File: src/rtl/bs_pkg.sv
// Shared types and constants for the Black-Scholes input packet queue.
package bs_pkg;

    localparam int unsigned NUM_FIELDS = 6;
    localparam int unsigned BS_FIELD_W = 32;
    localparam int unsigned PACKET_W   = NUM_FIELDS * BS_FIELD_W;

    // Host packet layout, MSB first; opt_id drops its LSB to make room for otype.
    typedef struct packed {
        logic [BS_FIELD_W-2:0] opt_id;
        logic                  otype;
        logic [BS_FIELD_W-1:0] sptprice;
        logic [BS_FIELD_W-1:0] strike;
        logic [BS_FIELD_W-1:0] rate;
        logic [BS_FIELD_W-1:0] volatility;
        logic [BS_FIELD_W-1:0] time_r;
    } bs_packet_t;

    typedef enum logic {
        BSQ_READY    = 1'b0,
        BSQ_COOLDOWN = 1'b1
    } bs_q_state_t;

endpackage

File: src/rtl/bs_packet_queue_fifo.sv
// Power-of-two packet FIFO with occupancy count; flush beats push and pop.
module packet_fifo #(
    parameter int unsigned WIDTH = 192,
    parameter int unsigned DEPTH = 4
) (
    input  logic                         clk,
    input  logic                         rst_n,
    input  logic                         push,
    input  logic                         pop,
    input  logic                         flush,
    input  logic [WIDTH-1:0]             wr_data,
    output logic [WIDTH-1:0]             rd_data,
    output logic [$clog2(DEPTH+1)-1:0]   count,
    output logic                         full,
    output logic                         empty
);

    localparam int unsigned PTR_W = $clog2(DEPTH);
    localparam int unsigned CNT_W = $clog2(DEPTH+1);

    logic [WIDTH-1:0] mem [DEPTH];
    logic [PTR_W-1:0] wr_ptr_q, wr_ptr_d;
    logic [PTR_W-1:0] rd_ptr_q, rd_ptr_d;
    logic [CNT_W-1:0] count_q, count_d;
    logic             push_ok, pop_ok;

    always_comb begin
        full     = (count_q == CNT_W'(DEPTH));
        empty    = (count_q == '0);
        push_ok  = push & ~full & ~flush;
        pop_ok   = pop & ~empty & ~flush;
        wr_ptr_d = wr_ptr_q;
        rd_ptr_d = rd_ptr_q;
        count_d  = count_q;
        if (flush) begin
            wr_ptr_d = '0;
            rd_ptr_d = '0;
            count_d  = '0;
        end else begin
            if (push_ok) wr_ptr_d = wr_ptr_q + PTR_W'(1);
            if (pop_ok)  rd_ptr_d = rd_ptr_q + PTR_W'(1);
            case ({push_ok, pop_ok})
                2'b10:   count_d = count_q + CNT_W'(1);
                2'b01:   count_d = count_q - CNT_W'(1);
                default: count_d = count_q;
            endcase
        end
    end

    always_ff @(posedge clk or negedge rst_n) begin
        if (!rst_n) begin
            wr_ptr_q <= '0;
            rd_ptr_q <= '0;
            count_q  <= '0;
        end else begin
            wr_ptr_q <= wr_ptr_d;
            rd_ptr_q <= rd_ptr_d;
            count_q  <= count_d;
        end
    end

    // Storage needs no reset; occupancy alone decides validity.
    always_ff @(posedge clk) begin
        if (push_ok) mem[wr_ptr_q] <= wr_data;
    end

    assign rd_data = mem[rd_ptr_q];
    assign count   = count_q;

endmodule

File: src/rtl/bs_packet_queue.sv
// Buffered input stage for the pricing core: queues packets, releases one per
// BS_READY rising edge and holds REG_READY low for COOLDOWN cycles afterwards.
module bs_packet_queue
    import bs_pkg::*;
#(
    parameter int unsigned DEPTH    = 4,
    parameter int unsigned FIELD_W  = 32,
    parameter int unsigned COOLDOWN = 50
) (
    input  logic                          clock,
    input  logic                          reset_n,
    input  logic                          en,
    input  logic [NUM_FIELDS*FIELD_W-1:0] FullPacket,
    input  logic                          flush,
    input  logic                          BS_READY,
    output logic                          in_ready,
    output logic                          dropped,
    output logic                          REG_READY,
    output logic [$clog2(DEPTH+1)-1:0]    count,
    output logic [FIELD_W-1:0]            opt_id,
    output logic [FIELD_W-1:0]            sptprice,
    output logic [FIELD_W-1:0]            strike,
    output logic [FIELD_W-1:0]            rate,
    output logic [FIELD_W-1:0]            volatility,
    output logic [FIELD_W-1:0]            time_r,
    output logic [FIELD_W-1:0]            otype
);

    localparam int unsigned PKT_W   = NUM_FIELDS * FIELD_W;
    localparam int unsigned CD_W    = 8;
    localparam int unsigned CD_LAST = (COOLDOWN == 0) ? 0 : COOLDOWN - 1;

    logic [PKT_W-1:0] head;
    logic             full_c, empty_c, rise_c, pop_c;
    logic             prev_bs_q;
    logic             dropped_q, dropped_d;
    bs_q_state_t      state_q, state_d;
    logic [CD_W-1:0]  cd_q, cd_d;

    packet_fifo #(
        .WIDTH (PKT_W),
        .DEPTH (DEPTH)
    ) u_fifo (
        .clk     (clock),
        .rst_n   (reset_n),
        .push    (en),
        .pop     (pop_c),
        .flush   (flush),
        .wr_data (FullPacket),
        .rd_data (head),
        .count   (count),
        .full    (full_c),
        .empty   (empty_c)
    );

    // Release control: edge detect, cooldown FSM and drop detection.
    always_comb begin
        rise_c    = BS_READY & ~prev_bs_q;
        pop_c     = (state_q == BSQ_READY) & rise_c & ~empty_c & ~flush;
        dropped_d = en & full_c & ~flush;
        state_d   = state_q;
        cd_d      = cd_q;
        if (flush) begin
            state_d = BSQ_READY;
            cd_d    = '0;
        end else begin
            case (state_q)
                BSQ_READY: begin
                    if (pop_c && (COOLDOWN != 0)) begin
                        state_d = BSQ_COOLDOWN;
                        cd_d    = '0;
                    end
                end
                BSQ_COOLDOWN: begin
                    if (cd_q == CD_W'(CD_LAST)) begin
                        state_d = BSQ_READY;
                        cd_d    = '0;
                    end else begin
                        cd_d = cd_q + CD_W'(1);
                    end
                end
                default: begin
                    state_d = BSQ_READY;
                    cd_d    = '0;
                end
            endcase
        end
    end

    always_ff @(posedge clock or negedge reset_n) begin
        if (!reset_n) begin
            state_q   <= BSQ_READY;
            cd_q      <= '0;
            prev_bs_q <= 1'b0;
            dropped_q <= 1'b0;
        end else begin
            state_q   <= state_d;
            cd_q      <= cd_d;
            prev_bs_q <= BS_READY;
            dropped_q <= dropped_d;
        end
    end

    // Head operands, forced to zero while the queue is empty.
    always_comb begin
        opt_id     = '0;
        otype      = '0;
        sptprice   = '0;
        strike     = '0;
        rate       = '0;
        volatility = '0;
        time_r     = '0;
        if (!empty_c) begin
            opt_id     = {head[PKT_W-1 -: FIELD_W-1], 1'b0};
            otype      = FIELD_W'(head[PKT_W-FIELD_W]);
            sptprice   = head[5*FIELD_W-1 -: FIELD_W];
            strike     = head[4*FIELD_W-1 -: FIELD_W];
            rate       = head[3*FIELD_W-1 -: FIELD_W];
            volatility = head[2*FIELD_W-1 -: FIELD_W];
            time_r     = head[FIELD_W-1 -: FIELD_W];
        end
    end

    assign REG_READY = (state_q == BSQ_READY) & ~empty_c;
    assign in_ready  = ~full_c;
    assign dropped   = dropped_q;

endmodule

File: config.mk
export PLATFORM = sky130hd
export DESIGN_NAME = bs_packet_queue
export DESIGN_NICKNAME = d
export VERILOG_FILES = /design/src/rtl/bs_pkg.sv /design/src/rtl/bs_packet_queue_fifo.sv /design/src/rtl/bs_packet_queue.sv
export SDC_FILE = /design/constraint.sdc
export NUM_CORES = 1
export LEC_CHECK = 0
export CAP_MARGIN = 20
export CORE_MARGIN = 2
export CORE_UTILIZATION = 35
export CTS_BUF_LIST = sky130_fd_sc_hd__clkbuf_2 sky130_fd_sc_hd__clkbuf_4 sky130_fd_sc_hd__clkbuf_8
export DETAILED_ROUTE_END_ITERATION = 6
export HOLD_SLACK_MARGIN = 0.03
export SYNTH_ARGS = -nofsm -noshare
export SYNTH_HDL_FRONTEND = slang
export SYNTH_HIERARCHICAL = 1
export SYNTH_SLANG_ARGS = --single-unit
File: constraint.sdc
create_clock -name clock -period 8.61 [get_ports clock]
set_input_delay 1.722 -clock clock [delete_from_list [all_inputs] [get_ports clock]]
set_output_delay 1.722 -clock clock [all_outputs]
set_load 0.05 [all_outputs]
=== After elaboration in Yosys (flattened, before gate mapping) ===
Memory sizes are Yosys's and may differ from the RTL's.
Index checks and enable logic that the tools add are counted.

* Memory bits (writable): 768
* Flip-flop bits (word level): 18
* Logic and storage cells: 61
* Output and inout port bits: 230
* Memories: 1

{| class="wikitable"
|+ Memories
! name !! words !! width !! read ports !! clocked after Yosys merged registers in !! write ports !! line !! source
|-
| u_fifo.mem || 4 || 192 || 1 || 0 || 1 || bs_packet_queue_fifo.sv:21 || <nowiki>logic [WIDTH-1:0] mem [DEPTH];</nowiki>
|}

* Mux-type cells: 23
* Add/sub/neg operators: 5
* Reduce and logical (&&, ||, !) cells: 4
* Bitwise logic cells: 16
* Equality and inequality tests: 5

{| class="wikitable"
|+ Operator list
! cell !! count
|-
| $mux 32 || 6
|-
| $mux 8 || 3
|-
| $pmux 8 s2 || 1
|-
| $and 1x1->1 || 11
|-
| $add 8x1->8 const B || 1
|-
| $eq 8x6->1 const B || 1
|-
| $mux 2 || 4
|-
| $mux 1 || 6
|-
| $pmux 3 s2 || 1
|-
| $not 1->1 || 5
|-
| $add 2x1->2 const B || 2
|-
| $reduce_bool 2->1 || 2
|-
| $add 3x1->3 const B || 1
|-
| $eq 3x3->1 const B || 1
|-
| $logic_not 3->1 || 1
|-
| $mux 3 || 1
|-
| $ne 3x2->1 const B || 1
|-
| $reduce_bool 3->1 || 1
|-
| $sub 3x1->3 const B || 1
|-
| $eq 2x1->1 const B || 1
|-
| $eq 2x2->1 const B || 1
|-
| $pmux 1 s2 || 1
|}

=== Depth between registers and ports, before layout ===
* Word-level depth: 10
* Depth in mapped cells: 12

=== Hierarchy ===
Netlist, hierarchy kept.

{| class="wikitable"
|+ Modules (own cells, without submodules)
! module !! cells an instance !! area an instance (µm²) !! instances !! sequential area each (µm²)
|-
| packet_fifo || 1067 || 28265.9 || 1 || 23237.3
|-
| bs_packet_queue || 302 || 2089.5 || 1 || 275.3
|}

=== Least setup slack after synthesis ===
Ideal clock, no wire load.

* Kind: input to register
* Start: input flush
* End: memory u_fifo.mem[0][0], enable pin
* Data arrival time: 6.607 ns
* Buffers on the path: 1
* Slack: 1.427 ns
* Data required time: 8.034 ns
* Cell stages on the path: 3
* Cells stage by stage: clkbuf_1 > nor3b_1 > and2_1

* Cells in the longest elaborated chain, start to end: 4

{| class="wikitable"
|+ RTL lines
! what !! line !! source
|-
| start, declared || bs_packet_queue.sv:14 || <nowiki>input logic flush,</nowiki>
|-
| $not 1->1 || bs_packet_queue_fifo.sv:30 || <nowiki>push_ok = push & ~full & ~flush;</nowiki>
|-
| $and 1x1->1 || bs_packet_queue_fifo.sv:30 ||
|-
| $mux 1 || bs_packet_queue_fifo.sv:64 || <nowiki>if (push_ok) mem[wr_ptr_q] <= wr_data;</nowiki>
|-
| $mux 1 (not written as such) || bs_packet_queue_fifo.sv:64 ||
|-
| end, declared || bs_packet_queue_fifo.sv:21 ||
|}

Every way passes these cells.

=== Worst setup path in the final report ===
* Start: register u_fifo.rd_ptr_q[0]
* End: output rate[26]

* Cells in the longest elaborated chain, start to end: 2

{| class="wikitable"
|+ RTL lines
! what !! line !! source
|-
| start, declared || bs_packet_queue_fifo.sv:23 || <nowiki>logic [PTR_W-1:0] rd_ptr_q, rd_ptr_d;</nowiki>
|-
| start signal, assigned || bs_packet_queue_fifo.sv:57 || <nowiki>rd_ptr_q <= rd_ptr_d;</nowiki>
|-
| $mem_v2 4x192 || n/a ||
|-
| via head[90] || bs_packet_queue.sv:33 || <nowiki>logic [PKT_W-1:0] head;</nowiki>
|-
| $mux 32 || bs_packet_queue.sv:113 || <nowiki>if (!empty_c) begin</nowiki>
|-
| end, declared || bs_packet_queue.sv:23 || <nowiki>output logic [FIELD_W-1:0] rate,</nowiki>
|}

The timed path passes the listed nets, and every way through them passes these cells.

==> flow_metrics.env <==
export IMPL_grt_pass1_vias=15831
export IMPL_fin_crit_ns=5.74
export IMPL_die_x_um=299
export IMPL_globalRouteTotalUtil_pct=14.6
export IMPL_wl_per_cell_um=20.9
export IMPL_first_pass_iters=4
export IMPL_synth_area_mm2=0.0304
export IMPL_postCtsSetupBuffers=0
export IMPL_final_area_mm2=0.0381
export IMPL_finalCritPeriodShare_pct=66.6
export IMPL_cp_start_kind="flip-flop"
export IMPL_cts_root_buf="clkbuf_8"
export IMPL_drv_cap=0
export IMPL_ant_nets=0
export IMPL_hold_path_class="flip-flop to flip-flop"
export IMPL_synth_seq_area_share_pct=77.5
export IMPL_max_slew_worst_pin_slew_ns=0.930
export IMPL_ctsHoldBuffers=0
export IMPL_syn_inst=1369
export IMPL_overflow=0
export IMPL_cts_tree="built"
export IMPL_rsz0062_at_grt="no"
export IMPL_fin_util_pct=44.1
export IMPL_fmax_ghz=0.174
export IMPL_final_common_cell="edfxtp_1"
export IMPL_synth_edf_count=768
export IMPL_clkTransAtPathRegs_ns=0.05
export IMPL_portBuffers=394
export IMPL_worstPathRequired_ns=6.89
export IMPL_cp_end_kind="output port"
export IMPL_num_rows=108
export IMPL_vdd_ir_drop_max_mv=0.142
export IMPL_drive_gt1_share_pct=21.6
export IMPL_insertion_delay_ns=0.77
export IMPL_cts_num_sinks=786
export IMPL_p_leak_nw=11.8
export IMPL_initial_core_util_pct=35.2
export IMPL_cts_made_buffers=134
export IMPL_relSlewSlack_pct=38.0
export IMPL_hpwlAfterDp_um=37400
export IMPL_grt_pass1_wl_um=98100
export IMPL_finalHoldViolations=0
export IMPL_fillCellCount=7452
export IMPL_vias=14750
export IMPL_grt_max_degree=107
export IMPL_antenna_found_initial=12
export IMPL_die_area_mm2=0.0891
export IMPL_pre_cts_ws_ns=3.51
export IMPL_wl_um=64900
export IMPL_critPathKind="flip-flop to output port"
export IMPL_skew_ns=0.0469
export IMPL_die_h_um=299
export IMPL_fin_tns_setup_ns=0
export IMPL_post_cts_resized=0
export IMPL_reg2reg_slack_ns=5.35
export IMPL_coreArea_mm2=0.0863
export IMPL_nets=2050
export IMPL_ys_warn_count=6
export IMPL_postPlaceCellArea_mm2=0.0354
export IMPL_powerDensity_mw_per_mm2=225
export IMPL_cp_data_arrival_time_ns=4.02
export IMPL_synth_seq_cells=786
export IMPL_async_flop_share_pct=2.29
export IMPL_route_detailed_drc=0
export IMPL_slew_violations=0
export IMPL_num_io_pins=427
export IMPL_place_gp_congestion=0.721
export IMPL_ys_types=48
export IMPL_area_delta_synth_final_pct=25.5
export IMPL_final_cell_mix="768 x edfxtp_1, 394 x clkdlybuf4s50_1, 193 x nor2b_1, 192 x mux4_2, 136 x clkbuf_8"
export IMPL_first_iter_violations=735
export IMPL_cp_max_fo=87
export IMPL_ys_flop_type="edfxtp_1"
export IMPL_syn_area_per_cell_um2=22.2
export IMPL_htreeDepth=4
export IMPL_setup_viol=0
export IMPL_clock_path_buffers=3
export IMPL_vias_per_cell=4.75
export IMPL_worst_slack_ns=2.87
export IMPL_status="finished, final reports clean"
[cell usage after synthesis (5+ instances only)]
master / instances / area (um2)
edfxtp_1: 768 / 23100
o21ai_0: 5 / 25.0
nand2b_1: 5 / 31.3
buf_6: 18 / 203
mux4_2: 192 / 4320
buf_2: 24 / 120
nand2_1: 7 / 26.3
nor2b_1: 193 / 1210
inv_1: 7 / 26.3
buf_4: 33 / 248
nor2_1: 14 / 52.6
dfrtp_1: 18 / 450
clkbuf_1: 24 / 90.1
ha_1: 6 / 75.1
xnor2_1: 6 / 52.6
[routing by layer]
metal / vias up / GRT usage [%] / part of all wire [%]
met1: 7643 / 17.8 / 40
met4: 14 / 5.48 / 2.7
met3: 148 / 5.41 / 7.8
li1: 6474 / - / -
met2: 471 / 23.6 / 49
met5: - / 0 / 0.15
[logic make-up (layout without fill, tap and decap cells)]
kind of cell,count (synthesis),after routing,share of synthesized area (%)
mux,193,193,14.3
other cells,1,37,0.0124
buf+inv,109,655,2.34
simple gates,238,238,4.77
flops,786,786,77.5
xor+xnor,8,8,0.231
fa+ha+maj,7,7,0.313
compound gates,27,27,0.598
[worst max-delay path: stages, from the launching register on]
cell,delay (ns)
dfrtp_4,0.97
buf_12,0.50
mux4_2,0.59
nor2b_1,0.15
clkdlybuf4s50_1,0.77
[registers in the layout (all words and copies together) (netlist names)]
name / flops
dropped: 1
u_fifo/count: 3
u_fifo/rd_ptr_q: 2
cd_q: 8
prev_bs_q: 1
u_fifo/mem: 768
u_fifo/wr_ptr_q: 2
state_q: 1
[final timing paths]
check                                   start            endpoint  depth (start not counted)
min                                   cd_q[0]             cd_q[0]                          1
min reg2reg                           cd_q[0]             cd_q[0]                          1
min in group asynchronous             reset_n             dropped                          1
max reg2reg                   u_fifo/count[1]  u_fifo/mem[2][191]                          5
max                        u_fifo/rd_ptr_q[0]            rate[26]                          4
max in group asynchronous             reset_n  u_fifo/rd_ptr_q[1]                          1
[area by class of cell]
cell class	instances	area (um2)	area share [%]
repair buffers	412	4170	10.9
clock buffers	172	2140	5.62
multi-input cells	505	6260	16.4
well taps	1155	1450	3.79
diodes	5	12.5	0.0328
inverters	7	26.3	0.0690
clock inverters	64	519	1.36
flip-flops and latches	786	23500	61.7
[power breakdown]
group          switching [mW]  leakage, nW  internal (mW)
registers              0.0261         7.22           4.32
clock network            1.51         1.39           1.78
logic                   0.601         3.25          0.322
total                    2.14         11.8           6.43
[through the flow]
stage                     power [mW]  std cells  hold slack (ns)
after global routing            8.89       3104            0.608
after CTS                       8.70       3101            0.569
after global placement          5.35       2865            0.527
after detailed placement        5.36       2865            0.551
final                           8.57       3106            0.561
after floorplan                 5.00       1400            0.503
No activity file was read; power rests on OpenSTA's default activity.
==> RTL change 1, RTL diff (config.mk and constraints unchanged) <==
The package constant `NUM_FIELDS` goes from 6 to 7.
--- a/src/rtl/bs_pkg.sv
+++ b/src/rtl/bs_pkg.sv
@@ -2,5 +2,5 @@
 package bs_pkg;
 
-    localparam int unsigned NUM_FIELDS = 6;
+    localparam int unsigned NUM_FIELDS = 7;
     localparam int unsigned BS_FIELD_W = 32;
     localparam int unsigned PACKET_W   = NUM_FIELDS * BS_FIELD_W;
Interface: changed (resized FullPacket); port bits go from 427 to 459. The function was not compared with the original's and may differ.
==> RTL change 1 against the unedited design <==
Wire length is 2.0% higher. Sequential cell count unchanged. Maximum frequency fell by 1.3%. Synthesized cell count is 0.22% higher. Clock power about the same. Cell area down 0.16%. Setup slack worse by 0.077 ns. Via count is 0.43% lower. First-iteration DRC count is 4.1% lower. Area after synthesis about the same. Clock skew down 0.019 ns. Power fell by 0.16%. Highest routed layer unchanged.
==> RTL change 1: results (changes against the unedited design) <==
| Metric | Value |
|---|---|
| Max reg flops | `768 (unchanged)` |
| Fillers | `7359 (-1.2%)` |
| Met2 Routed Length | `34430 µm (+7.5%)` |
| RR Endpoint | `u_fifo/mem[1][84]` |
| Top Metal Used | `met5` |
| Largest net degree at the start of global routing | `163 (+52%)` |
| Static Leakage | `11.83 nW (-0.16%)` |
| Hold Path Depth | `2 (+1)` |
| Vias/cell | `4.747 (about the same)` |
| Hold Path Sink | `cd_q[7]` |
| Drt first pass iters | `5 (+1)` |
| Metal3 WL | `4482 µm (-12%)` |
| Maximum vdd drop | `0.1410 mV (-0.93%)` |
| TritonCTS buffer count | `135 (+0.75%)` |
| Synth warn | `6 (unchanged)` |
| Root buffer cell | `clkbuf_8` |
| Worst r2r src | `u_fifo/count[1]` |
| Worst slew pin tran | `1.124 ns (+0.1941 ns)` |
| Status | `finished, final reports clean` |
| Clk Latency, worst-skew pair | `0.79 ns (+0.02 ns)` |
| HP Start | `cd_q[7]` |
| Port Buffers | `394 (unchanged)` |
| Avg Cell Area, Syn | `22.11 µm² (-0.28%)` |
| Detailed Route Iter0 Violations | `705 (-4.1%)` |
| HPWL Detailed | `36980 µm (-1.1%)` |
| Crit-path max cell delay | `0.90 ns (-0.07 ns)` |
| Share of cells above drive strength 1 | `21.83% (+0.19 points)` |
| Nets@finish | `2083 (+1.6%)` |
| Final hold slack | `0.5638 ns (+0.003115 ns)` |
| RePlAce Congestion | `0.7465 (+3.5%)` |
| Internal Power | `6.445 mW (+0.28%)` |
| HP Class | `flip-flop to flip-flop` |
| CTS Buffer Depth | `3 (unchanged)` |
| Number of global-route vias before repair | `15880 (+0.31%)` |
| Clk_skew | `0.02812 ns (-0.01882 ns)` |
| Initial antenna violation count | `9 (-3)` |
| CP max-delay cell | `dfrtp_4` |
| Routed wire length | `66140 µm (+2.0%)` |
| Worst-path fanout max | `148 (+70%)` |
| Setup Buffers After CTS | `0 (unchanged)` |
| Metal-1 WL | `25640 µm (-1.1%)` |
| Dpl cells | `2854 (-0.38%)` |
| Critical path launch point | `u_fifo/rd_ptr_q[1]` |
| Wire length per cell | `21.38 µm (+2.4%)` |
| R2R Setup Slk | `5.32 ns (-0.03 ns)` |
| GRT Overall Usage | `14.83% (+0.26 points)` |
| First-pass GRT wire length | `98090 µm (about the same)` |
## RTL change 1: worst max path at each step
stage / slack (ns) / cells past startpoint / endpoint
3_5_place_dp: 3.49 / 4 / volatility[5]
3_3_place_gp: 3.45 / 4 / volatility[5]
2_1_floorplan: 1.34 / 3 / u_fifo/mem[0][0]
6_report: 2.80 / 4 / strike[29]
5_1_grt: 2.54 / 4 / volatility[5]
4_1_cts: 2.59 / 4 / volatility[5]
## RTL change 1: layer usage
metal	GRT usage, %	up-vias
met5	0	-
met4	5.611	10
met2	25.65	439
met1	16.93	7634
li1	-	6467
met3	5.140	136
## RTL change 1: critical path, delay by kind of cell (launching register included)
kind	cells	cell delay, ns
buffers and inverters	2	1.52
multiplexers	1	0.38
AND/OR/NAND/NOR	1	0.19
flip-flops	1	0.90
## RTL change 1: cell type report
| cell class | instances | area share, % |
|---|---|---|
| clock inverters | 62 | 1.214 |
| diodes | 3 | 0.01974 |
| repair buffers | 412 | 10.95 |
| inverters | 7 | 0.06908 |
| multi-input cells | 505 | 16.47 |
| well taps | 1144 | 3.763 |
| flip-flops and latches | 786 | 61.84 |
| clock buffers | 175 | 5.674 |
## RTL change 1: stage by stage
stage | setup slack (ns) | utilization [%] | area [µm²]
floorplan | 1.341 | - | 30450
global placement | 3.451 | 41.39 | 35410
detailed placement | 3.490 | 41.39 | 35410
CTS | 2.593 | 44.45 | 38030
global route | 2.539 | 44.46 | 38040
finish | 2.796 | 44.46 | 38040
## RTL change 1: power by group through the flow
stage / sequential [mW] / clock [mW] / combinational (mW)
3_5_place_dp: 4.43 / 0 / 0.941
5_1_grt: 4.36 / 3.56 / 0.975
4_1_cts: 4.35 / 3.41 / 0.944
6_report: 4.35 / 3.28 / 0.926
2_1_floorplan: 4.44 / 0 / 0.556
3_3_place_gp: 4.42 / 0 / 0.933
==> RTL change 2, RTL diff (same settings) <==
Without the edit above. Register the output `count`, cleared by the reset; this adds one clock of latency there. The other outputs are not delayed to match.
--- a/src/rtl/bs_packet_queue.sv
+++ b/src/rtl/bs_packet_queue.sv
@@ -31,4 +31,6 @@
     localparam int unsigned CD_LAST = (COOLDOWN == 0) ? 0 : COOLDOWN - 1;
 
+    logic [$clog2(DEPTH+1)-1:0] count_c;
+
     logic [PKT_W-1:0] head;
     logic             full_c, empty_c, rise_c, pop_c;
@@ -49,5 +51,5 @@
         .wr_data (FullPacket),
         .rd_data (head),
-        .count   (count),
+        .count   (count_c),
         .full    (full_c),
         .empty   (empty_c)
@@ -126,4 +128,12 @@
     assign dropped   = dropped_q;
 
+    always_ff @(posedge clock or negedge reset_n) begin
+        if (!reset_n) begin
+            count <= '0;
+        end else begin
+            count <= count_c;
+        end
+    end
+
 endmodule
 
Formal check against the unedited RTL: not equivalent (a bounded check fails within 4 cycles, from zero or initial values and one cycle with reset_n low).
==> RTL change 2 against the unedited design <==
Area after synthesis up 0.33%. Sequential cell count up 3. Wire length up 1.7%. Largest cell class unchanged. Non-clock buffer count down 3. Via count about the same. Power about the same. Cell area up 0.17%. Largest power group unchanged. Synthesized cell count up 0.29%. Highest routed layer unchanged. Setup slack better by 0.14 ns.
==> RTL change 2: results (changes against the unedited design) <==
| Metric | Value |
|---|---|
| Nets@finish | `2051 (+0.049%)` |
| First-pass GRT wire length | `99120 µm (+0.99%)` |
| HP Class | `flip-flop to flip-flop` |
| RePlAce Congestion | `0.7117 (-1.3%)` |
| Most used DFF post-synth | `edfxtp_1` |
| Worst-path fanout max | `56 (-36%)` |
| Worst slew pin tran | `1.011 ns (+0.08111 ns)` |
| Crit-path max cell delay | `0.85 ns (-0.12 ns)` |
| Vias/cell | `4.750 (about the same)` |
| Seq/Total Area, Yosys | `77.45% (about the same)` |
| Diodes inserted | `0 (-5)` |
| Clk_skew | `0.02876 ns (-0.01818 ns)` |
| Asr flop ratio synth | `2.662% (+0.37 points)` |
| Share of cells above drive strength 1 | `22.02% (+0.38 points)` |
| Largest net degree at the start of global routing | `143 (+34%)` |
| HPWL Detailed | `36510 µm (-2.4%)` |
| Number of global-route vias before repair | `16040 (+1.3%)` |
| Fillers | `7515 (+0.85%)` |
| R2R Setup Slk | `5.18 ns (-0.17 ns)` |
| Root buffer cell | `clkbuf_8` |
| Maximum vdd drop | `0.1162 mV (-18%)` |
| Wire length per cell | `21.23 µm (+1.7%)` |
| Library cells used by synthesis | `46 (-4.2%)` |
| Detailed Route Iter0 Violations | `895 (+22%)` |
| Final worst slack | `3.016 ns (+0.1437 ns)` |
| Drt first pass iters | `6 (+2)` |
| Top post-synthesis cells by count | `768 x edfxtp_1, 193 x nor2b_1, 192 x mux4_2` |
| GRT Overall Usage | `14.80% (+0.23 points)` |
| Dpl ws | `3.524 ns (+0.01304 ns)` |
| Initial antenna violation count | `15 (+3)` |
| Synth area leaders | `edfxtp_1 76%, mux4_2 14%, nor2b_1 4.0%, dfrtp_1 1.7%, buf_4 0.81%` |
| Status | `finished, final reports clean` |
| Static Leakage | `11.94 nW (+0.76%)` |
## RTL change 2: cell count changes in the layout (fill, tap and decap cells not counted), sizes merged, moves of 3 or more
cell,delta
dfrtp,+3
nor4,+4
a21oi,-3
a21o,+4
buf,-3
clkbuf,+17
o21ai,+3
diode,-5
xnor2,-5
clkinv,-7
## RTL change 2: final timing paths
kind / from / end
hold / removal: cd_q[5] / cd_q[5]
min in group asynchronous: reset_n / u_fifo/wr_ptr_q[1]
setup reg to reg: u_fifo/count[1] / u_fifo/mem[2][93]
setup / recovery: u_fifo/rd_ptr_q[1] / sptprice[19]
max in group asynchronous: reset_n / u_fifo/rd_ptr_q[0]
hold reg to reg: cd_q[5] / cd_q[5]
## RTL change 2: cell families (layout without fill, tap and decap cells)
logic type | count (synthesis) | count (layout) | synth area share (%)
mux | 194 | 194 | 14.26
simple gates | 239 | 239 | 4.762
compound gates | 30 | 30 | 0.7478
flops | 789 | 789 | 77.45
xor+xnor | 3 | 3 | 0.08629
buf+inv | 110 | 659 | 2.362
fa+ha+maj | 7 | 7 | 0.3122
other cells | 1 | 32 | 0.01231
## RTL change 2: cell type report
type / instances / share of cell area [%]
Sequential cell: 789 / 61.83
Multi-Input combinational cell: 505 / 16.45
Timing Repair Buffer: 409 / 10.89
Inverter: 8 / 0.07869
Tap cell: 1155 / 3.787
Clock inverter: 53 / 1.000
Clock buffer: 189 / 5.964
## RTL change 2: stage by stage
step | cell area [µm²] | instances
finish | 38160 | 3108
global route | 38160 | 3108
CTS | 38160 | 3108
detailed placement | 35510 | 2866
global placement | 35510 | 2866
floorplan | 30570 | 1404
## RTL change 2: worst register-to-register path: cells and delay by family (launching register included)
| kind | cells | cell delay (ns) |
|---|---|---|
| AND/OR/NAND/NOR | 4 | 1.72 |
| flip-flops | 1 | 0.53 |
| buffers and inverters | 1 | 0.78 |
## RTL change 2: routing by layer
| metal | track usage, % | vias to the layer above | share of wire, % |
|---|---|---|---|
| li1 | - | 6481 | - |
| met1 | 18.67 | 7615 | 41 |
| met2 | 24.32 | 513 | 49 |
| met3 | 4.587 | 131 | 7.3 |
| met4 | 4.929 | 22 | 2.0 |
| met5 | 0 | - | 0.23 |
## RTL change 2: power breakdown
part / total, mW / internal [mW] / switching (mW)
clock network: 3.28 / 1.79 / 1.49
registers: 4.36 / 4.34 / 0.0250
logic: 0.922 / 0.323 / 0.599
total: 8.56 / 6.45 / 2.11
